$ cat src/rtl/cpu_pkg.sv
// rtl/cpu_pkg.sv - shared opcodes, flag/pipeline structs and halt FSM states
package cpu_pkg;

    localparam int CPU_DW = 16;
    localparam int CPU_RW = 4;

    localparam logic [3:0] OP_ADD    = 4'b0000;
    localparam logic [3:0] OP_SUB    = 4'b0001;
    localparam logic [3:0] OP_XOR    = 4'b0010;
    localparam logic [3:0] OP_RED    = 4'b0011;
    localparam logic [3:0] OP_SLL    = 4'b0100;
    localparam logic [3:0] OP_SRA    = 4'b0101;
    localparam logic [3:0] OP_ROR    = 4'b0110;
    localparam logic [3:0] OP_PADDSB = 4'b0111;
    localparam logic [3:0] OP_LW     = 4'b1000;
    localparam logic [3:0] OP_SW     = 4'b1001;
    localparam logic [3:0] OP_LLB    = 4'b1010;
    localparam logic [3:0] OP_LHB    = 4'b1011;
    localparam logic [3:0] OP_B      = 4'b1100;
    localparam logic [3:0] OP_BR     = 4'b1101;
    localparam logic [3:0] OP_PCS    = 4'b1110;
    localparam logic [3:0] OP_HLT    = 4'b1111;

    typedef struct packed {
        logic z;
        logic v;
        logic n;
    } flag_t;

    typedef struct packed {
        logic              valid;
        logic [3:0]        opcode;
        logic [CPU_DW-1:0] alu_result;
        logic [CPU_RW-1:0] rd;
        logic              reg_write;
        logic              mem_read;
        logic              mem_write;
        logic [CPU_DW-1:0] store_data;
        logic              halt;
    } ex_mem_t;

    typedef enum logic [1:0] {
        RUN,
        DRAIN,
        HALTED
    } halt_state_e;

endpackage

$ cat src/rtl/flag_reg.sv
// rtl/flag_reg.sv - architectural Z/V/N flags with per-opcode write enables
module flag_reg
    import cpu_pkg::*;
#(
    parameter int DW = CPU_DW
) (
    input  logic          clk,
    input  logic          rst_n,
    input  logic          upd_en,
    input  logic [3:0]    opcode,
    input  logic [DW-1:0] result,
    input  logic          ovfl,
    output flag_t         flags
);

    flag_t flags_q;
    flag_t flags_d;

    always_comb begin
        flags_d = flags_q;
        if (upd_en) begin
            case (opcode)
                OP_ADD, OP_SUB: begin
                    flags_d.z = (result == '0);
                    flags_d.v = ovfl;
                    flags_d.n = result[DW-1];
                end
                OP_XOR, OP_SLL, OP_SRA, OP_ROR: begin
                    flags_d.z = (result == '0);
                end
                default: ;
            endcase
        end
    end

    always_ff @(posedge clk or negedge rst_n) begin
        if (!rst_n) begin
            flags_q <= '0;
        end else begin
            flags_q <= flags_d;
        end
    end

    assign flags = flags_q;

endmodule

$ cat src/rtl/ex_mem_stage.sv
// rtl/ex_mem_stage.sv - EX/MEM pipeline register, flag owner and halt-drain FSM
module ex_mem_stage
    import cpu_pkg::*;
#(
    parameter int DW = CPU_DW,
    parameter int RW = CPU_RW
) (
    input  logic          clk,
    input  logic          rst_n,
    input  logic          stall_i,
    input  logic          flush_i,
    input  logic          ex_valid,
    input  logic [3:0]    ex_opcode,
    input  logic [DW-1:0] ex_alu_result,
    input  logic          ex_alu_ovfl,
    input  logic [RW-1:0] ex_rd,
    input  logic          ex_reg_write,
    input  logic          ex_mem_read,
    input  logic          ex_mem_write,
    input  logic [DW-1:0] ex_store_data,
    output logic          mem_valid,
    output logic [3:0]    mem_opcode,
    output logic [DW-1:0] mem_alu_result,
    output logic [RW-1:0] mem_rd,
    output logic          mem_reg_write,
    output logic          mem_mem_read,
    output logic          mem_mem_write,
    output logic [DW-1:0] mem_store_data,
    output logic          mem_halt,
    output logic          halted_o,
    output logic          flag_z,
    output logic          flag_v,
    output logic          flag_n
);

    halt_state_e state_q, state_d;
    ex_mem_t     ex_mem_q, ex_mem_d;
    flag_t       flags;
    logic        cap;

    assign cap = (state_q == RUN) && !stall_i && !flush_i && ex_valid;

    // Any non-stalled edge that is not a capture loads a bubble (all zero).
    always_comb begin
        state_d  = state_q;
        ex_mem_d = ex_mem_q;
        if (!stall_i) begin
            ex_mem_d = '0;
            if (cap) begin
                ex_mem_d.valid      = 1'b1;
                ex_mem_d.opcode     = ex_opcode;
                ex_mem_d.alu_result = ex_alu_result;
                ex_mem_d.rd         = ex_rd;
                ex_mem_d.reg_write  = ex_reg_write;
                ex_mem_d.mem_read   = ex_mem_read;
                ex_mem_d.mem_write  = ex_mem_write;
                ex_mem_d.store_data = ex_store_data;
                ex_mem_d.halt       = (ex_opcode == OP_HLT);
            end
            case (state_q)
                RUN:     if (cap && ex_opcode == OP_HLT) state_d = DRAIN;
                DRAIN:   state_d = HALTED;
                default: state_d = state_q;
            endcase
        end
    end

    always_ff @(posedge clk or negedge rst_n) begin
        if (!rst_n) begin
            state_q  <= RUN;
            ex_mem_q <= '0;
        end else begin
            state_q  <= state_d;
            ex_mem_q <= ex_mem_d;
        end
    end

    flag_reg #(.DW(DW)) u_flag_reg (
        .clk    (clk),
        .rst_n  (rst_n),
        .upd_en (cap),
        .opcode (ex_opcode),
        .result (ex_alu_result),
        .ovfl   (ex_alu_ovfl),
        .flags  (flags)
    );

    assign mem_valid      = ex_mem_q.valid;
    assign mem_opcode     = ex_mem_q.opcode;
    assign mem_alu_result = ex_mem_q.alu_result;
    assign mem_rd         = ex_mem_q.rd;
    assign mem_reg_write  = ex_mem_q.reg_write;
    assign mem_mem_read   = ex_mem_q.mem_read;
    assign mem_mem_write  = ex_mem_q.mem_write;
    assign mem_store_data = ex_mem_q.store_data;
    assign mem_halt       = ex_mem_q.halt;
    assign halted_o       = (state_q == HALTED);
    assign flag_z         = flags.z;
    assign flag_v         = flags.v;
    assign flag_n         = flags.n;

endmodule

$ cat config.mk
export PLATFORM = sky130hd
export DESIGN_NAME = ex_mem_stage
export DESIGN_NICKNAME = d
export VERILOG_FILES = /design/src/rtl/cpu_pkg.sv /design/src/rtl/flag_reg.sv /design/src/rtl/ex_mem_stage.sv
export SDC_FILE = /design/constraint.sdc
export NUM_CORES = 1
export LEC_CHECK = 0
export CORE_MARGIN = 3
export CORE_UTILIZATION = 41
export CTS_BUF_LIST = sky130_fd_sc_hd__clkbuf_2
export CTS_CLUSTER_SIZE = 40
export DETAILED_ROUTE_END_ITERATION = 12
export PLACE_DENSITY = 0.82
export SLEW_MARGIN = 25
export SYNTH_ARGS = -nofsm -noshare
export SYNTH_HDL_FRONTEND = slang
export SYNTH_SLANG_ARGS = --single-unit
$ cat constraint.sdc
create_clock -name clk -period 1.8 [get_ports clk]
set_clock_uncertainty 0.15 [all_clocks]
set_input_delay 0.18 -clock clk [delete_from_list [all_inputs] [get_ports clk]]
set_output_delay 0.18 -clock clk [all_outputs]
set_load 0.01 [all_outputs]
Yosys cells after proc, flatten, opt, wreduce, memory -nomap -nowiden
Index checks and enable logic that the tools add are counted.
{ "totals": {"ff_bits": 50, "out_inout_bits": 49, "wordCells": 41} }
{ "op_classes": {"eq_ne": 9, "mux": 3, "bitwise": 1, "reduce_logical": 15} }
{ "op_table": {"columns": ["op", "count"], "rows": [
  ["two-way mux 45 bit", 1],
  ["zero test 16 bit", 1],
  ["== test 4 x 3 -> 1 bit, second input constant", 3],
  ["OR reduction 6 bit", 1],
  ["== test 4 x 1 -> 1 bit, second input constant", 1],
  ["== test 4 x 2 -> 1 bit, second input constant", 1],
  ["== test 4 bit, second input constant", 1],
  ["logical AND 1 bit", 4],
  ["zero test 4 bit", 1],
  ["one-hot mux 2 bit (2 select lines)", 1],
  ["AND reduction 2 bit", 2],
  ["AND reduction 3 bit", 1],
  ["== test 2 x 1 -> 1 bit, second input constant", 1],
  ["== test 2 bit, second input constant", 1],
  ["zero test 1 bit", 2],
  ["zero test 2 bit", 1],
  ["two-way mux 2 bit", 1],
  ["inequality test 2 x 1 -> 1 bit, second input constant", 1],
  ["nonzero test 2 bit", 1],
  ["OR reduction 2 bit", 1],
  ["inverter 1 bit", 1]
]} }

Depth between registers and ports, before layout
{ "depth": {"ltp_word": 7, "depth_mapped": 5, "ltp_nobuf": 3} }

By module
A second synthesis with hierarchy kept.
{ "hier_totals": {"cells_unflattened": 127, "area_unflattened_um2": 1901.8} }
{ "modules_own_cells": {"columns": ["module", "n_inst", "cells_each", "area_each_um2", "seq_area_each_um2"], "rows": [
  ["ex_mem_stage", 1, 112, 1699.1, 1176.1],
  ["flag_reg", 1, 15, 202.7, 75.1]
]} }

Worst setup path before layout
No wires, ideal clock.
{ "synth_path": {"kind": "flip-flop to flip-flop", "startpoint": "register state_q[1]", "endpoint": "register u_flag_reg.flags_q (netlist bit u_flag_reg.flags[0])", "setup_time_ps": 125, "arrival_ps": 1054, "t_required_ps": 1525, "slack_ps": 471, "path_stages_with_launch": 4, "synth_period_minus_slack_ps": 1329, "cell_sequence": "dfrtp_1 -> nor2_2 -> and4_1 -> mux2_2"} }
{ "synth_between": {"elab_chain_cells": 5} }
{ "synth_rtl": {"columns": ["item", "line_no", "rtl"], "rows": [
  ["from (decl)", "ex_mem_stage.sv:36", "halt_state_e state_q, state_d;"],
  ["from (signal assigned)", "ex_mem_stage.sv:73", "state_q <= state_d;"],
  ["zero test 2 bit", "ex_mem_stage.sv:41", "assign cap = (state_q == RUN) && !stall_i && !flush_i && ex_valid;"],
  ["logical AND 1 bit (3 in series)", "ex_mem_stage.sv:41", null],
  ["AND reduction 2 bit (no source line)", null, null],
  ["to (signal assigned)", "flag_reg.sv:40", "flags_q <= flags_d;"],
  ["to (decl)", "flag_reg.sv:16", "flag_t flags_q;"]
]} }
No other way between the ends.
A chain may end at the register's enable or synchronous reset.

Worst setup path after layout
{ "layout_path": {"startpoint": "register ex_mem_q (netlist bit mem_store_data[12])", "endpoint": "output mem_store_data[12]"} }
{ "layout_rtl": {"columns": ["item", "line_no", "rtl"], "rows": [
  ["from (decl)", "ex_mem_stage.sv:37", "ex_mem_t ex_mem_q, ex_mem_d;"],
  ["from (signal assigned)", "ex_mem_stage.sv:74", "ex_mem_q <= ex_mem_d;"],
  ["to (decl)", "ex_mem_stage.sv:28", "output logic [DW-1:0] mem_store_data,"]
]} }
No word-level cell between the ends.

==> impl_results.md <==
* Synth Instances at 127
* Flop2flop setup slack at 0.12 ns
* Synthesized area per cell at 15.0 um2
* # nets final at 295
* Die X at 74.1 um
* DP Area at 2860 um2
* VDD IR max at 0.000467 V
* Mapped Nets at 176
* Routed WL per cell at 18.7 um
* Final setup TNS at 0 ns
* Worst slew pin tran at 0.503 ns
* Fill cells at 306
* Final weighted congestion in routability-driven placement at 0.727
* Post-route ant nets at 0
* Fin. Hold Viols at 0
* Critical Path Max Stage Delay at 0.54 ns
* Mux contribution to synthesized area at 0.0171
* Worst setup SP type: register
* Final WL at 5580 um
* Count of state elements after synthesis at 50
* Starting density of the core at 0.431
* Clock-pin slew on the worst setup and hold paths at 0.32 ns
* Worst Hold Class: in -> reg
* Period Utilization, post-route at 0.991
* FP Rows at 24
* Total CTS buffers at 5
* First-pass GRT wire length at 7540 um
* Area grow syn2layout at 66.2%
* Most frequent cells in the layout: 62 x clkdlybuf4s50_1, 50 x dfrtp_1, 43 x a22o_1
* DRC errors left at 0
* Diodes inserted at 0
* Pin count of the biggest net entering global routing at 47
* CP required at 1.47 ns
* First-pass DRT Iterations at 4
* Met3 Usage GRT at 0.0581
* Non-filler instance count after layout at 299
* GRT Total Usage at 0.181
* Status: finished, final reports clean
* Largest family of logic cells by synthesized area: compound AO/OA/AOI/OAI gates
* Dpl cells at 268
* Post-synthesis cell area at 1900 um2
* Post-Layout Inst Area at 3160 um2
* Post-layout min period at 1.78 ns
* Most common cell after layout, fill and taps aside: clkdlybuf4s50_1
* Ratio of cells with drive above 1 in the final layout at 0.150
* Leakage at 0.00193 uW
* CP top delay family: buffers and inverters
* Pwr/cell area at 722 nW/um2
* FMAX at 560 MHz
* Core area at 4410 um2
* Seq/Total Area, Yosys at 0.658
* Critical path arrival at 1.45 ns
* Synth warn at 0
* CP endpoint kind: output pin
* Max Buffers Root-to-Sink at 2
* Fin Hold WS at 0.117 ns
* M1 GR Usage at 0.234
* Detailed Route Iter0 Violations at 70
* Simple-Gate Fraction of Synth Area at 0.0500
* Compound-cell area share of the yosys netlist at 0.218
* Vias at 1636
* Die height at 74.1 um
* Synth Area in Adders at 0
* Post-DP HPWL at 3620 um
* CTS tree: yes
* DR vias/cell at 5.47
* Crit-path max FO at 2
* Crit path cell chain: clkdlybuf4s50_1
* Number of global-route vias before repair at 1506
* MaxCap Viol Count at 0
* Post-Synth XOR/XNOR Area at 0
* Buffers on Ports at 97
* Slew HR at 0.664
* Crit-path slowest cell: clkdlybuf4s50_1
* H-tree depth at 2
* # IOs at 98
* Met2 GRT Util at 0.296
* Initial antenna violation count at 0
* Die Area at 5490 um2
* Count of pins over their slew limit at 0
* Worst skew pair latency at 0.44 ns
* Top Usage Layer GRT: met2
* WS Path Type: reg -> out
* Final-report setup violation count at 0
* Overflow after GRT at 0
* Clk sinks at 50
* Synth cell types at 23
* CP bufs+invs at 1
* Clock root buffer: clkbuf_2
-- Yosys cell counts --
cell,count,share of area
a21o_1,2,0.0079
a21oi_1,1,0.0026
a22o_1,43,0.20
a31o_2,1,0.0046
a32o_1,1,0.0053
and2b_1,1,0.0039
and3_1,1,0.0033
and3_4,1,0.0059
and4_1,2,0.0092
buf_12,1,0.011
buf_2,1,0.0026
buf_8,4,0.032
clkbuf_1,4,0.0079
dfrtp_1,50,0.66
inv_1,2,0.0039
mux2_2,2,0.012
mux2i_1,1,0.0053
nand4_1,1,0.0033
nor2_1,1,0.0020
nor2_2,1,0.0033
nor2b_1,1,0.0033
nor3_1,1,0.0026
nor4_1,4,0.013
-- final timing paths --
path	from	end	depth (start not counted)
setup / recovery	mem_store_data[12]$_DFFE_PN0N_	mem_store_data[12]	1
hold / removal	ex_store_data[10]	mem_store_data[10]$_DFFE_PN0N_	2
setup reg to reg	state_q[0]$_DFFE_PN0P_	mem_halt$_DFFE_PN0N_	4
hold reg to reg	mem_valid$_DFFE_PN0N_	mem_valid$_DFFE_PN0N_	1
max in group asynchronous	rst_n	mem_opcode[1]$_DFFE_PN0N_	4
min in group asynchronous	rst_n	mem_alu_result[2]$_DFFE_PN0N_	3
-- layer usage --
metal,share of wire,vias to the layer above
li1,-,729
met1,0.40,835
met2,0.53,65
met3,0.066,7
met4,0.0088,0
met5,0,-
-- area by class of cell --
type / count / area, um2 / share of cell area
clock buffer: 5 / 25.0 / 0.00791
sequential: 50 / 1250 / 0.396
multi-input combinational: 65 / 543 / 0.172
tap: 52 / 65.1 / 0.0206
inverter: 2 / 7.51 / 0.00237
clock inverter: 3 / 28.8 / 0.00910
timing repair buffer: 122 / 1240 / 0.393
-- flip-flops by register name, summed over array words and instances (netlist names) --
register,cells
mem_mem_write,1
u_flag_reg.flags,3
mem_opcode,4
mem_halt,1
mem_mem_read,1
mem_store_data,16
mem_reg_write,1
state_q,2
mem_valid,1
mem_rd,4
mem_alu_result,16
-- metrics by stage --
stage	setup slack (ns)	total power (uW)	utilization
after CTS	0.00294	2260	0.665
final	0.0154	2280	0.716
after global routing	-0.0427	2380	0.716
after floorplan	0.471	1450	-
after detailed placement	0.0344	1760	0.648
after global placement	0.0750	1750	0.648
-- what timing repair did --
action,CTS,global route
hold endpoints to repair,50,6
gates resized for setup,4,30
endpoints found under the setup margin,5,35
hold buffers,1,1
setup buffers,2,19
-- power breakdown --
group,switching (uW),internal [uW],total (uW)
clock network,407,113,519
registers,50.7,1200,1250
logic,203,308,511
-- kinds of logic after synthesis --
family / count (synthesis)
mux: 3
flops: 50
compound gates: 48
simple gates: 14
buf+inv: 12
Note: power is estimated with default switching activity, not from simulation.
==> edit 1 (same flow settings) <==
`CPU_RW`: 4 -> 5.
--- a/src/rtl/cpu_pkg.sv
+++ b/src/rtl/cpu_pkg.sv
@@ -3,5 +3,5 @@
 
     localparam int CPU_DW = 16;
-    localparam int CPU_RW = 4;
+    localparam int CPU_RW = 5;
 
     localparam logic [3:0] OP_ADD    = 4'b0000;
Interface: changed (resized ex_rd and mem_rd); port bits go from 98 to 100. No check against the original RTL was run, so the function may have changed too.
==> edit 1 against the unedited design <==
Sequential share of layout area rose by 3.1 points. Setup slack better by 0.068 ns. Sequential cell count increased by 1. Synthesized area is 0.20% higher. Routed wire length shrank 7.8%. Final area down 5.3%. Critical path depth unchanged. Via count is 8.3% lower. Utilization fell by 3.8 points. Total power decreased by 3.6%. Critical endpoint is now mem_halt. Largest power group unchanged.
==> edit 1: results <==
run_status:
  status: "complete, no violations"
sta:
  relSlewSlack: 0.682
global_route:
  grt.met3_usage: 0.0446
  grt_pass1_vias: 1588
  antenna_found_initial: 0
  grt_max_degree: 48
  grt_pass1_wl_um: 7860
  track_usage: 0.187
  grt_util_met2: 0.322
  met1_usage: 0.235
yosys:
  syn_nets: 179
  synth_area_leaders: "dfrtp_1 (67%), a22o_1 (20%), buf_6 (2.4%)"
  synthDistinctLibCells: 21
  synth_seq_area_share: 0.670
placed_design:
  globalplace.congestion: 0.729
  hpwl_um: 3600
  io_buffers: 99
route:
  num_vias: 1500
  routedWlPerCell_um: 18.1
power_and_ir_drop:
  ir_worst_vdd_mv: 0.453
  static-leakage-power_nw: 1.35
floorplan:
  die_x_um: 74.2
  start_util: 0.432
clock_tree:
  clkSlewWorstSetupHoldPaths_ns: 0.23
  clkLatencyLatePin_ns: 0.41
  cts-buffers-inserted: 5
finish:
  fin_nets: 282
  drive_above_1_share: 0.0644
  diodes: 0
critical_path:
  cp.arrival_ns: 1.39
  cpPeakStageDelay_ns: 0.56
min_path:
  hold_path_class: "in2async"
-- edit 1: changes by cell type in the layout (fill, tap and decap cells not counted), moves of 2 or more --
cell,change
mux2_1,+2
clkinv_1,+2
buf_4,-18
dlygate4sd2_1,-3
clkdlybuf4s50_1,+35
dlymetal6s2s_1,-30
mux2_2,-2
clkinv_4,-2
-- edit 1: cells by family after synthesis --
family / Yosys count / synth area share
and+or+nand+nor: 14 / 0.0492
AOI/OAI and AO/OA: 49 / 0.223
buffers and inverters: 12 / 0.0414
muxes: 3 / 0.0171
DFF: 51 / 0.670
-- edit 1: final timing paths --
| check | cells after the start | endpoint | slack [ns] | start |
|---|---|---|---|---|
| setup / recovery | 1 | mem_halt | 0.08 | mem_halt |
| hold / removal | 2 | mem_rd[1] | 0.07 | rst_n |
| setup reg to reg | 4 | u_flag_reg.flags[1] | 0.11 | state_q[0] |
| hold reg to reg | 1 | mem_valid | 0.36 | mem_valid |
| max in group asynchronous | 3 | mem_reg_write | 0.88 | rst_n |
| min in group clk | 2 | mem_store_data[1] | 0.19 | ex_store_data[1] |
-- edit 1: layer usage --
layer / part of all wire / routed length (µm) / up-vias
met1: 0.43 / 2190 / 732
met3: 0.053 / 275 / 7
met5: 0 / 0 / -
li1: - / - / 711
met4: 0.015 / 76 / 0
met2: 0.51 / 2600 / 50
-- edit 1: timing repair --
item                                    4_1_cts  5_1_grt
hold buffers                                  1        0
setup buffers                                 2        0
pin swaps                                     0        1
hold endpoints to repair                     51        0
cloned                                        0        1
resized for setup                             1        1
endpoints found under the setup margin        1       46
-- edit 1: worst reg2reg max path, cell delays in order, from the launching register on --
cell and delay, ns:
dfrtp_1 0.45, buf_4 0.15, nor2_1 0.21, and4_1 0.32, mux2_1 0.33
-- edit 1: metrics by stage --
stage	setup WS (ns)	cells	setup TNS (ns)	instance area [µm²]	hold WS, ns
after global routing	0.00679	285	0	2990	0.0767
final	0.0832	285	0	2990	0.0732
after CTS	0.0407	284	0	2980	0.0535
after global placement	0.0128	273	0	2920	0.00453
after detailed placement	-0.0168	273	-0.0168	2920	0.00140
after floorplan	0.480	129	0	1910	-0.266
-- edit 1: layout make-up --
| class | instances | area [µm²] |
|---|---|---|
| Timing Repair Buffer | 105 | 1040 |
| Clock inverter | 2 | 7.51 |
| Inverter | 2 | 7.51 |
| Fill cell | 338 | 1420 |
| Clock buffer | 6 | 30.0 |
| Multi-Input combinational cell | 67 | 562 |
| Sequential cell | 51 | 1280 |
| Tap cell | 52 | 65.1 |
-- edit 1: power breakdown --
part	switching, mW	internal [mW]
Clock	0.331	0.0935
Sequential	0.0439	1.22
Combinational	0.201	0.307
Total	0.576	1.63
==> edit 2 (same settings) <==
Without the edit above. Register the outputs `flag_z`, `flag_v` and `flag_n`, with the module's reset; this adds one clock of latency there. The other outputs are not delayed to match.
--- a/src/rtl/ex_mem_stage.sv
+++ b/src/rtl/ex_mem_stage.sv
@@ -96,7 +96,15 @@
     assign mem_halt       = ex_mem_q.halt;
     assign halted_o       = (state_q == HALTED);
-    assign flag_z         = flags.z;
-    assign flag_v         = flags.v;
-    assign flag_n         = flags.n;
+    always_ff @(posedge clk or negedge rst_n) begin
+        if (!rst_n) begin
+            flag_z <= '0;
+            flag_v <= '0;
+            flag_n <= '0;
+        end else begin
+            flag_z <= flags.z;
+            flag_v <= flags.v;
+            flag_n <= flags.n;
+        end
+    end
 
 endmodule
Check against the original RTL: not equivalent (Yosys sat finds a counterexample within 4 cycles, from zero or initial values and one cycle with rst_n low).
==> edit 2 against the unedited design <==
Routed wire length shrank 2.7%. Sequential share of layout area increased by 1.2 points. Final cell count increased by 0.67%. Synthesized cell count up 1.6%. Setup slack improved by 0.013 ns. Via count fell by 2.8%. Final area is 2.9% higher. Total power is 15% higher. Synthesized area up 2.3%. Utilization increased by 1.1 points. Combinational power increased by 6.5%. Global-route usage increased by 1.2 points. Sequential cell count increased by 3. Critical path type is now reg2reg. Largest power group unchanged. Highest routed layer unchanged.
==> edit 2: results <==
run_status:
  status: "complete, no violations"
yosys:
  synthCells: 129
  syn_nets: 178
  synth_seq_area_share: 0.682
  synth_area_leaders: "dfrtp_1 (68%), a22o_1 (19%), buf_6 (2.9%)"
placed_design:
  placed_cells: 274
  globalplace.congestion: 0.735
  place_area_um2: 2970
  hpwl_um: 3770
sta:
  timing.fmax_mhz: 564
  holdWs_ns: 0.0429
  tightest_slew_ns: 0.557
critical_path:
  cp_slowest_cell: "dfrtp_1"
  reg2reg_from: "state_q[1]"
  cp.arrival_ns: 1.97
  worstSetupEndpoint: "u_flag_reg.flags[1]"
  rrSetupSlack_ns: 0.03
power_and_ir_drop:
  switchingPower_uw: 633
  static-leakage-power_nw: 1.76
  ir_worst_vdd_mv: 0.362
  power_density_nw_per_um2: 804
finish:
  drive_above_1_share: 0.141
  fin_nets: 297
global_route:
  track_usage: 0.193
  grt_pass1_vias: 1572
  grt_pass1_wl_um: 8150
route:
  routedWlPerCell_um: 18.0
  drt-total-wl_um: 5430
clock_tree:
  clkSlewWorstSetupHoldPaths_ns: 0.28
min_path:
  hold_path_class: "in2async"
[edit 2: repair_timing]
item | in CTS | in global routing
setup endpoints to repair | 1 | 67
pin swaps | 0 | 1
setup buffers | 2 | 15
resized for setup | 1 | 18
hold buffers | 2 | 0
hold endpoints to repair | 30 | 0
[edit 2: logic make-up after synthesis]
logic type,after synthesis,share of synthesized area
and+or+nand+nor,12,0.0418
AOI/OAI and AO/OA,49,0.217
buffers and inverters,12,0.0424
DFF,53,0.682
muxes,3,0.0167
[edit 2: routing by layer]
layer	vias to the layer above	GRT usage	part of all wire
li1	731	-	-
met1	785	0.254	0.43
met2	69	0.312	0.50
met3	5	0.0534	0.068
met4	0	0.0573	0.0096
met5	-	0	0
[edit 2: final cells by class]
| class | count | area share |
|---|---|---|
| clock buffer | 5 | 0.00769 |
| multi-input combinational | 64 | 0.168 |
| sequential | 53 | 0.408 |
| inverter | 2 | 0.00231 |
| clock inverter | 3 | 0.0200 |
| timing repair buffer | 122 | 0.374 |
| tap | 52 | 0.0200 |
